<file path="config.mk">
export PLATFORM = sky130hd
export DESIGN_NAME = fetch_unit
export DESIGN_NICKNAME = d
export VERILOG_FILES = /design/src/rtl/cpu_pkg.sv /design/src/rtl/fetch_fifo.sv /design/src/rtl/fetch_unit.sv
export SDC_FILE = /design/constraint.sdc
export NUM_CORES = 1
export LEC_CHECK = 0
export ABC_CLOCK_PERIOD_IN_PS = 13400
export CORE_ASPECT_RATIO = 0.8
export CORE_UTILIZATION = 35
export CTS_BUF_LIST = sky130_fd_sc_hd__clkbuf_16
export CTS_CLUSTER_DIAMETER = 100
export CTS_CLUSTER_SIZE = 40
export DETAILED_ROUTE_END_ITERATION = 12
export MAX_ROUTING_LAYER = met4
export PLACE_DENSITY = 0.64
export SETUP_SLACK_MARGIN = 0.4
export SYNTH_ARGS = -nofsm -noshare
export SYNTH_HDL_FRONTEND = slang
export SYNTH_SLANG_ARGS = --single-unit
</file>
<file path="constraint.sdc">
create_clock -name clk -period 13.4 [get_ports clk]
set_input_delay 2.68 -clock clk [delete_from_list [all_inputs] [get_ports clk]]
set_output_delay 2.68 -clock clk [all_outputs]
set_load 0.03 [all_outputs]
</file>
<file path="src/rtl/cpu_pkg.sv">
// Shared CPU definitions for the fetch path.
// Contents:
//   ROM_BYTES, WORD_BYTES, MAX_ADDR : instruction ROM geometry
//   fetch_state_t                   : fetch FSM states {IDLE, RUN, FAULT}
//   fetch_entry_t                   : one buffered word {data, pc}
//   addr_legal()                    : word-aligned and within the ROM
package cpu_pkg;

    localparam logic [31:0] ROM_BYTES  = 32'd1024;
    localparam logic [31:0] WORD_BYTES = 32'd4;
    // Last address at which a full word still fits in the ROM.
    localparam logic [31:0] MAX_ADDR   = ROM_BYTES - WORD_BYTES;

    typedef enum logic [1:0] {
        IDLE  = 2'd0,
        RUN   = 2'd1,
        FAULT = 2'd2
    } fetch_state_t;

    typedef struct packed {
        logic [31:0] data;
        logic [31:0] pc;
    } fetch_entry_t;

    function automatic logic addr_legal(input logic [31:0] addr, input logic [31:0] max_addr);
        return (addr[1:0] == 2'b00) && (addr <= max_addr);
    endfunction

endpackage

</file>
<file path="src/rtl/fetch_fifo.sv">
// Instruction buffer between the ROM capture stage and decode.
// Ports:
//   clk, reset  : clock, asynchronous active-high reset
//   flush       : drop every entry; wins over push and pop in the same cycle
//   push        : write push_entry at the tail
//   push_entry  : {data, pc} to store
//   pop         : retire the head entry
//   head        : entry at the head (meaningful only when count != 0)
//   count       : number of stored entries, 0..DEPTH
module fetch_fifo
    import cpu_pkg::*;
#(
    parameter int unsigned DEPTH = 2
) (
    input  logic                     clk,
    input  logic                     reset,
    input  logic                     flush,
    input  logic                     push,
    input  fetch_entry_t             push_entry,
    input  logic                     pop,
    output fetch_entry_t             head,
    output logic [$clog2(DEPTH):0]   count
);

    localparam int unsigned PW = $clog2(DEPTH);
    localparam logic [PW:0] DEPTH_C = (PW + 1)'(DEPTH);

    fetch_entry_t  mem_q [DEPTH];
    logic [PW-1:0] wr_q;
    logic [PW-1:0] rd_q;
    logic [PW:0]   count_q;
    logic          do_push;
    logic          do_pop;

    // Guards make the buffer safe even if the caller misbehaves.
    assign do_pop  = pop && (count_q != '0);
    assign do_push = push && ((count_q != DEPTH_C) || do_pop);

    always_ff @(posedge clk or posedge reset) begin
        if (reset) begin
            for (int i = 0; i < int'(DEPTH); i++) begin
                mem_q[i] <= '0;
            end
            wr_q    <= '0;
            rd_q    <= '0;
            count_q <= '0;
        end else if (flush) begin
            wr_q    <= '0;
            rd_q    <= '0;
            count_q <= '0;
        end else begin
            if (do_push) begin
                mem_q[wr_q] <= push_entry;
                wr_q        <= wr_q + 1'b1;
            end
            if (do_pop) begin
                rd_q <= rd_q + 1'b1;
            end
            unique case ({do_push, do_pop})
                2'b10:   count_q <= count_q + 1'b1;
                2'b01:   count_q <= count_q - 1'b1;
                default: count_q <= count_q;
            endcase
        end
    end

    assign head  = mem_q[rd_q];
    assign count = count_q;

endmodule

</file>
<file path="src/rtl/fetch_unit.sv">
// Instruction fetch: initiator side of the instruction ROM interface.
// Issues one word request per cycle, captures the ROM reply on the following
// edge into a small buffer and hands words to decode over valid/ready.
// Ports:
//   clk, reset               : clock, asynchronous active-high reset
//   start                    : pulse, leave IDLE and begin fetching
//   redirect_valid/_pc       : load a new pc and flush buffered/in-flight words
//   rom_addr, rom_enable     : registered ROM request
//   rom_data                 : ROM reply for the request presented this cycle
//   instr_valid/_data/_pc    : word offered to decode
//   instr_ready              : decode accepts the offered word
//   fault                    : sticky, illegal fetch address reached
//   busy                     : RUN with work in flight, buffered or issuable
module fetch_unit #(
    parameter logic [31:0] RESET_PC   = 32'd0,
    parameter logic [31:0] MAX_ADDR   = cpu_pkg::MAX_ADDR,
    parameter int unsigned FIFO_DEPTH = 2
) (
    input  logic        clk,
    input  logic        reset,
    input  logic        start,
    input  logic        redirect_valid,
    input  logic [31:0] redirect_pc,
    output logic [31:0] rom_addr,
    output logic        rom_enable,
    input  logic [31:0] rom_data,
    output logic        instr_valid,
    output logic [31:0] instr_data,
    output logic [31:0] instr_pc,
    input  logic        instr_ready,
    output logic        fault,
    output logic        busy
);

    import cpu_pkg::*;

    localparam int unsigned CW = $clog2(FIFO_DEPTH) + 1;

    fetch_state_t state_q, state_d;
    logic [31:0]  pc_q, pc_d;
    logic [31:0]  rom_addr_q, rom_addr_d;
    logic         rom_enable_q, rom_enable_d;

    logic [CW-1:0] fifo_count;
    fetch_entry_t  fifo_head;
    fetch_entry_t  capture;
    logic          flush;
    logic          pop;
    logic          pc_legal;
    logic [CW:0]   occupancy;
    logic          room;
    logic          issue;

    // A request issued last cycle is in flight exactly when rom_enable is high,
    // so the registered strobe doubles as the in-flight flag.
    assign flush    = redirect_valid && (state_q != FAULT);
    assign pop      = instr_valid && instr_ready && !flush;
    assign pc_legal = addr_legal(pc_q, MAX_ADDR);

    // Slots committed after this edge: stored + arriving - leaving.
    assign occupancy = {1'b0, fifo_count} + {{CW{1'b0}}, rom_enable_q} - {{CW{1'b0}}, pop};
    assign room      = occupancy < (CW + 1)'(FIFO_DEPTH);
    assign issue     = (state_q == RUN) && !redirect_valid && pc_legal && room;

    assign capture = '{data: rom_data, pc: rom_addr_q};

    fetch_fifo #(
        .DEPTH (FIFO_DEPTH)
    ) u_fifo (
        .clk        (clk),
        .reset      (reset),
        .flush      (flush),
        .push       (rom_enable_q),
        .push_entry (capture),
        .pop        (pop),
        .head       (fifo_head),
        .count      (fifo_count)
    );

    always_comb begin
        state_d      = state_q;
        pc_d         = pc_q;
        rom_addr_d   = rom_addr_q;
        rom_enable_d = 1'b0;
        unique case (state_q)
            IDLE: begin
                if (redirect_valid) begin
                    pc_d = redirect_pc;
                end
                if (start) begin
                    state_d = RUN;
                end
            end
            RUN: begin
                if (redirect_valid) begin
                    pc_d = redirect_pc;
                end else if (!pc_legal) begin
                    state_d = FAULT;
                end else if (issue) begin
                    rom_addr_d   = pc_q;
                    rom_enable_d = 1'b1;
                    pc_d         = pc_q + WORD_BYTES;
                end
            end
            FAULT: begin
                // Terminal until reset; buffered words still drain.
            end
            default: begin
                state_d = IDLE;
            end
        endcase
    end

    always_ff @(posedge clk or posedge reset) begin
        if (reset) begin
            state_q      <= IDLE;
            pc_q         <= RESET_PC;
            rom_addr_q   <= '0;
            rom_enable_q <= 1'b0;
        end else begin
            state_q      <= state_d;
            pc_q         <= pc_d;
            rom_addr_q   <= rom_addr_d;
            rom_enable_q <= rom_enable_d;
        end
    end

    assign rom_addr    = rom_addr_q;
    assign rom_enable  = rom_enable_q;
    assign instr_valid = (fifo_count != '0);
    // Zero when empty so stale buffer contents are never visible.
    assign instr_data  = instr_valid ? fifo_head.data : '0;
    assign instr_pc    = instr_valid ? fifo_head.pc : '0;
    assign fault       = (state_q == FAULT);
    assign busy        = (state_q == RUN) && (rom_enable_q || instr_valid || issue);

endmodule

</file>
### Word level (Yosys, flattened, before mapping)

Index checks and enable logic that the tools add are counted.

* flip-flop bits (word level): 199
* logic and storage cells: 94
* output and inout port bits: 100
* input bits: 69

* add/sub/neg operators: 7
* reductions and logical operators: 27
* magnitude comparators: 5
* muxes and demuxes: 27
* bitwise logic cells: 5
* equal/unequal tests: 12

Operator list (number)
* $mux W64: 4
* $mux W32: 6
* $bwmux W128: 1
* $demux W64 S1: 1
* $pmux W32 S2: 1
* $add A32 B3 Y32 const B: 1
* $le A32 B10 Y1 const B: 1
* $ne A2 B2 Y1 const B: 6
* $reduce_and A4 Y1: 3
* $logic_and A1 B1 Y1: 11
* $mux W1: 8
* $mux W2: 4
* $reduce_bool A2 Y1: 4
* $ne A3 B3 Y1 const B: 2
* $pmux W2 S3: 1
* $eq A2 B1 Y1 const B: 2
* $eq A2 B2 Y1 const B: 2
* $ge A2 B2 Y1 const B: 2
* $logic_not A2 Y1: 2
* $not A1 Y2: 2
* $pmux W2 S2: 1
* $add A2 B1 Y3: 1
* $logic_or A1 B1 Y1: 3
* $lt A3 B2 Y1 const B: 1
* other kinds (9): 13

### Depth between registers and ports, before layout

* depth after elaboration: 11
* depth in mapped cells: 14
* mapped depth without buffers: 12

### Modules after synthesis

Synthesis repeated with hierarchy kept, for this count alone.

* cells, all modules: 729
* area, all modules: 9326.4 µm²

By module, submodules not included
* fetch_fifo: sequential area each 3303.2 µm², instances 1, area an instance 5916.9 µm², cells an instance 366
* fetch_unit: sequential area each 1676.6 µm², instances 1, area an instance 3409.5 µm², cells an instance 363

### Least setup slack after synthesis

OpenSTA, ideal clock, no wires.

* path kind: input-to-output
* start: input port redirect_valid
* end: output port busy
* stages: 11
* data arrival time: 5.481 ns
* data required time: 10.720 ns
* buffers on the path: 2
* path slack: 5.239 ns
* cells stage by stage: and2_1 buf_2 nor2_1 ha_1 nand2b_1 fa_1 xnor2_1 nand3_1 or3_1 buf_2 a311oi_1

* cells in the longest elaborated chain, start to end: 8
* elaborated cells between the ends (all ways): 11
* those cells by class: add/sub (1); order compare (1); reduce/logical (9)

RTL lines
* from (decl): RTL line fetch_unit.sv:22 `input logic redirect_valid,`
* $logic_and A1 B1 Y1: RTL line fetch_unit.sv:56 `assign flush = redirect_valid && (state_q != FAULT);`
* $logic_not A1 Y1: RTL line fetch_unit.sv:57 `assign pop = instr_valid && instr_ready && !flush;`
* $logic_and A1 B1 Y1: RTL line fetch_unit.sv:57
* $sub A3 B1 Y3: RTL line fetch_unit.sv:61 `assign occupancy = {1'b0, fifo_count} + {{CW{1'b0}}, rom_enable_q} - {{CW{1'b0}}, pop};`
* $lt A3 B2 Y1: RTL line fetch_unit.sv:62 `assign room = occupancy < (CW + 1)'(FIFO_DEPTH);`
* $logic_and A1 B1 Y1 (*): RTL line fetch_unit.sv:63 `assign issue = (state_q == RUN) && !redirect_valid && pc_legal && room;`
* $logic_or A1 B1 Y1 (*): RTL line fetch_unit.sv:135 `assign busy = (state_q == RUN) && (rom_enable_q || instr_valid || issue);`
* $logic_and A1 B1 Y1 (*): RTL line fetch_unit.sv:135
* to (decl): RTL line fetch_unit.sv:32 `output logic busy`

Every way passes the cells marked *; elsewhere a longest branch is shown, timed or not.

### Worst setup path after layout

Ends and elaborated chain as after synthesis.

==> impl_metrics.ini <==
[detailed_routing]
firstDrtPassIters = 5
drtIter0Drc = 406
avgRoutedWirePerCell_um = 17.2
drt-met1-wl_mm = 10.6
post-route-drc-count = 0
wl_met2_mm = 9.14
ant_nets = 0
routed_wirelength_mm = 21.0
routed-via-count = 6195
met3_wire_len_mm = 1.11
top_layer_in_use = met4
post_drt_via_cell_ratio = 5.06

[synthesis]
ys_dominant_reg_cell = dfrtp_1
post_synth_num_cell_types = 48
synth_top_area_share_pct = 55.5
synth-seq-area-share_pct = 55.5
synth.avg_cell_area_sq_um = 12.1
asyncSetResetFlopFracSynth_pct = 100
synth_edf_count = 0
synthesized_instance_count = 740
yosys_register_bits = 199
ys.warnings.count = 0
post_synth_instance_area_sq_um = 8980
synth_largest_area_cell = dfrtp_1
synth_top_cells_by_area = dfrtp_1 (55%), mux2_2 (15%), mux2i_1 (7.2%)
synth_nets = 812

[setup_path]
worstSetupEndpointType = primary output
timing.critical_path.arrival_ps = 6830
critical_path_peak_fanout = 29
critical_path_class = in2out
start_kind = input port
cp_data_required_time_ps = 10720
setup.reg_to_reg.worst_slack_ps = 9620

[worst_hold_path]
hold_path.class = reg2reg

[clock_network]
numClockSinks = 199
cts_inserted_buffers = 17
cts_tree = done
post_cts.resized_instances = 0
cts_setup_buffers = 0
root_buffer = clkbuf_16
cts-root-to-sink-buffers = 2
cts.htree.levels = 4
clock_latency_ps = 440
hold_buffers = 0
clk_pin_slew_ps = 80

[pwr]
power_per_cell_area_nw_per_um2 = 120
power.static_leakage_nw = 4.94
design_power_total_mw = 1.38
vdd.ir_drop.worst_mv = 0.0754

[cells_and_area]
final_common_cell = dfrtp_1
insertedDiodeCount = 0
drive_gt1_share_pct = 18.3
area_delta_synth_final_pct = 27.7
n_fill_cell = 2325
finish.net_count = 962
mostFrequentLayoutCells = dfrtp_1 (198), clkdlybuf4s50_1 (168), mux2_2 (118)

[floorplanning]
dieWidth_um = 181
fp.coreArea_sq_um = 25200
row_count = 52
die-area_sq_um = 26300
initial_core_util_pct = 35.6
fp.dieH_um = 145
boundaryPins = 169

[sta]
relSlewSlack_pct = 31.3
fin_tns_setup_ps = 0
slew_violations = 0
timing.fmax_ghz = 0.105
tightestPinTransition_ps = 1030
grt_setup_unrepaired = no
final.min_clock_period_ps = 9510
final_min_period_over_clock_period_pct = 71.0
final-hold-violation-count = 0
worst_clock_skew_ps = 15.2
setup_violations = 0

[global_routing]
grt_start_max_net_pins = 132
track_usage_pct = 17.0
grt_pass1_vias = 6174
grt_overflow_total = 0
antenna_found_initial = 0
grt_pass1_wl_mm = 34.2

[place]
final_weighted_congestion_in_routability_driven_placement = 0.870
place_hpwl_mm = 13.0
portBuffers = 168

[outcome]
run_status = finished clean

[flow_run]
drv.max_cap_violation_count = 0
final cells by class:
| class | count | area, sq um | share of cell area (%) |
|---|---|---|---|
| Clock inverter | 13 | 119 | 1.04 |
| Sequential cell | 199 | 4980 | 43.5 |
| Clock buffer | 17 | 425 | 3.71 |
| Inverter | 12 | 52.6 | 0.458 |
| Timing Repair Buffer | 174 | 1730 | 15.1 |
| Tap cell | 324 | 405 | 3.54 |
| Multi-Input combinational cell | 486 | 3750 | 32.7 |
final timing paths:
| kind | startpoint | endpoint | cells past startpoint |
|---|---|---|---|
| max | redirect_valid | busy | 11 |
| min | u_fifo.mem_q[92] | u_fifo.mem_q[92] | 1 |
| max reg2reg | state_q[1] | pc_q[4] | 11 |
| min reg2reg | u_fifo.mem_q[92] | u_fifo.mem_q[92] | 1 |
| max in group asynchronous | reset | rom_addr[16] | 3 |
| min in group asynchronous | reset | u_fifo.mem_q[42] | 2 |
Yosys cell counts (7+ instances only):
cell	instances
nand3_1	12
mux2_2	118
mux2_1	18
dfrtp_1	199
nand2_1	27
a21oi_1	16
nor2_1	95
buf_1	11
buf_2	12
o21ai_0	22
nor3_1	7
mux2i_1	65
and2_1	25
o22ai_1	8
clkbuf_1	14
inv_1	12
nor4_1	7
registers in the layout, summed over array words and instances (netlist names):
name          count
pc_q             32
rom_addr         32
rom_enable        1
state_q           2
u_fifo.count      2
u_fifo.mem_q    128
u_fifo.rd_q       1
u_fifo.wr_q       1
worst max-delay path: stages:
cell and delay (ps):
clkdlybuf4s50_1 600, and2_1 350, nor2_1 100, ha_1 270, nand2b_1 150, fa_1 380
xnor2_1 140, nand3_1 160, or3_1 780, a311oi_1 490, clkdlybuf4s50_1 740
logic make-up after synthesis:
logic type               share of synthesized area [%]
flip-flops                                        55.5
adder cells (fa/ha/maj)                          0.502
AO/OA/AOI/OAI                                     5.91
multiplexers                                      24.3
buffers and inverters                             2.97
XOR/XNOR                                         0.293
AND/OR/NAND/NOR                                   10.6
through the flow:
| stage | hold slack [ps] | area (sq um) | setup WS [ps] | std cells | utilization (%) |
|---|---|---|---|---|---|
| detailed placement | 471 | 10900 | 3800 | 1195 | 43.3 |
| finish | 488 | 11500 | 3890 | 1225 | 45.4 |
| global route | 505 | 11500 | 3570 | 1225 | 45.4 |
| floorplan | 447 | 8980 | 5240 | 740 | - |
| global placement | 467 | 10900 | 3830 | 1195 | 43.3 |
| CTS | 492 | 11500 | 3800 | 1225 | 45.4 |
per-layer routing:
layer,vias up,track usage [%]
met2,175,24.6
met1,3093,24.0
li1,2915,-
met3,12,3.64
met4,0,4.75
met5,-,-
power breakdown:
part	switching [mW]	internal, mW	total, mW
clock network	0.246	0.242	0.488
logic	0.101	0.0801	0.181
registers	0.0620	0.647	0.709
No activity file was read; power rests on OpenSTA's default activity.
==> edit, RTL diff (config.mk and constraints unchanged) <==
The parameter `FIFO_DEPTH` goes from 2 to 1.
--- a/src/rtl/fetch_unit.sv
+++ b/src/rtl/fetch_unit.sv
@@ -14,7 +14,7 @@
 module fetch_unit #(
     parameter logic [31:0] RESET_PC   = 32'd0,
     parameter logic [31:0] MAX_ADDR   = cpu_pkg::MAX_ADDR,
-    parameter int unsigned FIFO_DEPTH = 2
+    parameter int unsigned FIFO_DEPTH = 1
 ) (
     input  logic        clk,
     input  logic        reset,
Formal check against the unedited RTL: not equivalent (a bounded check fails within 4 cycles, from zero or initial values and one cycle with reset high).
==> edit against the original RTL <==
Power is 18% lower; via count is 26% lower; global-route usage is 1.3 points higher; wire length is 30% lower; area after synthesis is 33% lower; setup slack better by 1.1 ns; design area is 26% lower; critical path type unchanged; sequential cell count is 65 lower.
==> edit: results (changes against the original RTL) <==
metric,value,unit,change
status,finished clean,,unchanged
met1 capacity usage during global routing,0.2318,,was 0.2397
met2 routed WL,7.011,mm,was 9.140 mm
Yosys cell types,44,,was 48
FF-to-FF setup slack,9.58,ns,was 9.62 ns
total global-route track usage,0.1829,,was 0.1700
first-pass GRT wire length,24.27,mm,was 34.16 mm
"Seq/Total Area, Yosys",0.5586,,was 0.5546
Synth Area in Compound Gates,0.06878,,was 0.05909
P_clk,445,uW,was 488 uW
max reg flops,64,,was 128
synth cell count leaders,"134 x dfrtp_1, 72 x mux2_2, 64 x and2_1",,"was 199 x dfrtp_1, 118 x mux2_2, 95 x nor2_1"
clk slew on worst S/H paths,0.06,ns,was 0.08 ns
fraction of layout cells with a size suffix above 1,0.1655,,was 0.1831
Critical Path AT,5.74,ns,was 6.83 ns
comb pwr,174,uW,was 181 uW
Worst VDD drop,85.26,uV,was 75.42 uV
P_leak,3.803,nW,was 4.941 nW
DR iter-0 viols,238,,was 406
adder-cell area share of the yosys netlist,0.01251,,was 0.005017
Final #Nets,763,,was 962
total wire length,14.82,mm,was 21.04 mm
CP top delay family,buffers and inverters,,was simple AND/OR/NAND/NOR gates
Worst slew margin,0.2099,,was 0.3127
Synth Area in XOR/XNOR,0.002918,,was 0.002926
post-synthesis net count,601,,was 812
highest-delay cell along the critical path,clkdlybuf4s50_1,,was or3_1
WL met1,6.741,mm,was 10.58 mm
worst clock skew,0.007229,ns,was 0.01523 ns
dpl hpwl,9.907,mm,was 13.04 mm
CP max stage delay,0.68,ns,was 0.78 ns
-- edit: changes by cell type in the layout (fill, tap and decap cells not counted), moves of 18 or more --
| cell | change |
|---|---|
| and2_1 | +39 |
| mux2_1 | -18 |
| dfrtp_1 | -65 |
| mux2i_1 | -63 |
| nor2b_1 | +25 |
| mux2_2 | -46 |
| nor2_1 | -68 |
-- edit: path summary, 6_finish.rpt --
| path | start | endpoint | cells past startpoint |
|---|---|---|---|
| min in group asynchronous | reset | u_fifo.mem_q[28]$_DFFE_PP0P_ | 2 |
| worst min-delay path | pc_q[0]$_DFFE_PP0P_ | pc_q[0]$_DFFE_PP0P_ | 2 |
| max in group asynchronous | reset | u_fifo.count$_DFFE_PP0P_ | 3 |
| worst max register to register | u_fifo.count$_DFFE_PP0P_ | pc_q[16]$_DFFE_PP0P_ | 9 |
| worst max-delay path | redirect_valid | busy | 13 |
| worst min register to register | pc_q[0]$_DFFE_PP0P_ | pc_q[0]$_DFFE_PP0P_ | 2 |
-- edit: area by class of cell --
type,instances,area [um2]
clock buffer,17,425.4
clock inverter,15,140.1
fill,1479,8229
inverter,9,36.28
multi-input combinational,353,2479
sequential,134,3354
tap,220,275.3
timing repair buffer,173,1719
-- edit: logic make-up (layout without fill, tap and decap cells) --
group,after synthesis,in the layout
compound gates,64,64
fa+ha+maj,6,6
xor+xnor,2,2
simple gates,207,207
flops,134,134
buf+inv,39,214
mux,74,74
-- edit: metrics by stage --
step	cell area (um2)	instances	util	power (mW)	setup WS [ns]
after floorplan	6003	526	-	0.6257	5.796
after global placement	7864	889	0.4721	0.6828	5.035
after detailed placement	7864	889	0.4721	0.6913	4.977
after CTS	8429	921	0.5060	1.145	4.973
after global routing	8429	921	0.5060	1.193	4.864
final	8429	921	0.5060	1.132	4.982
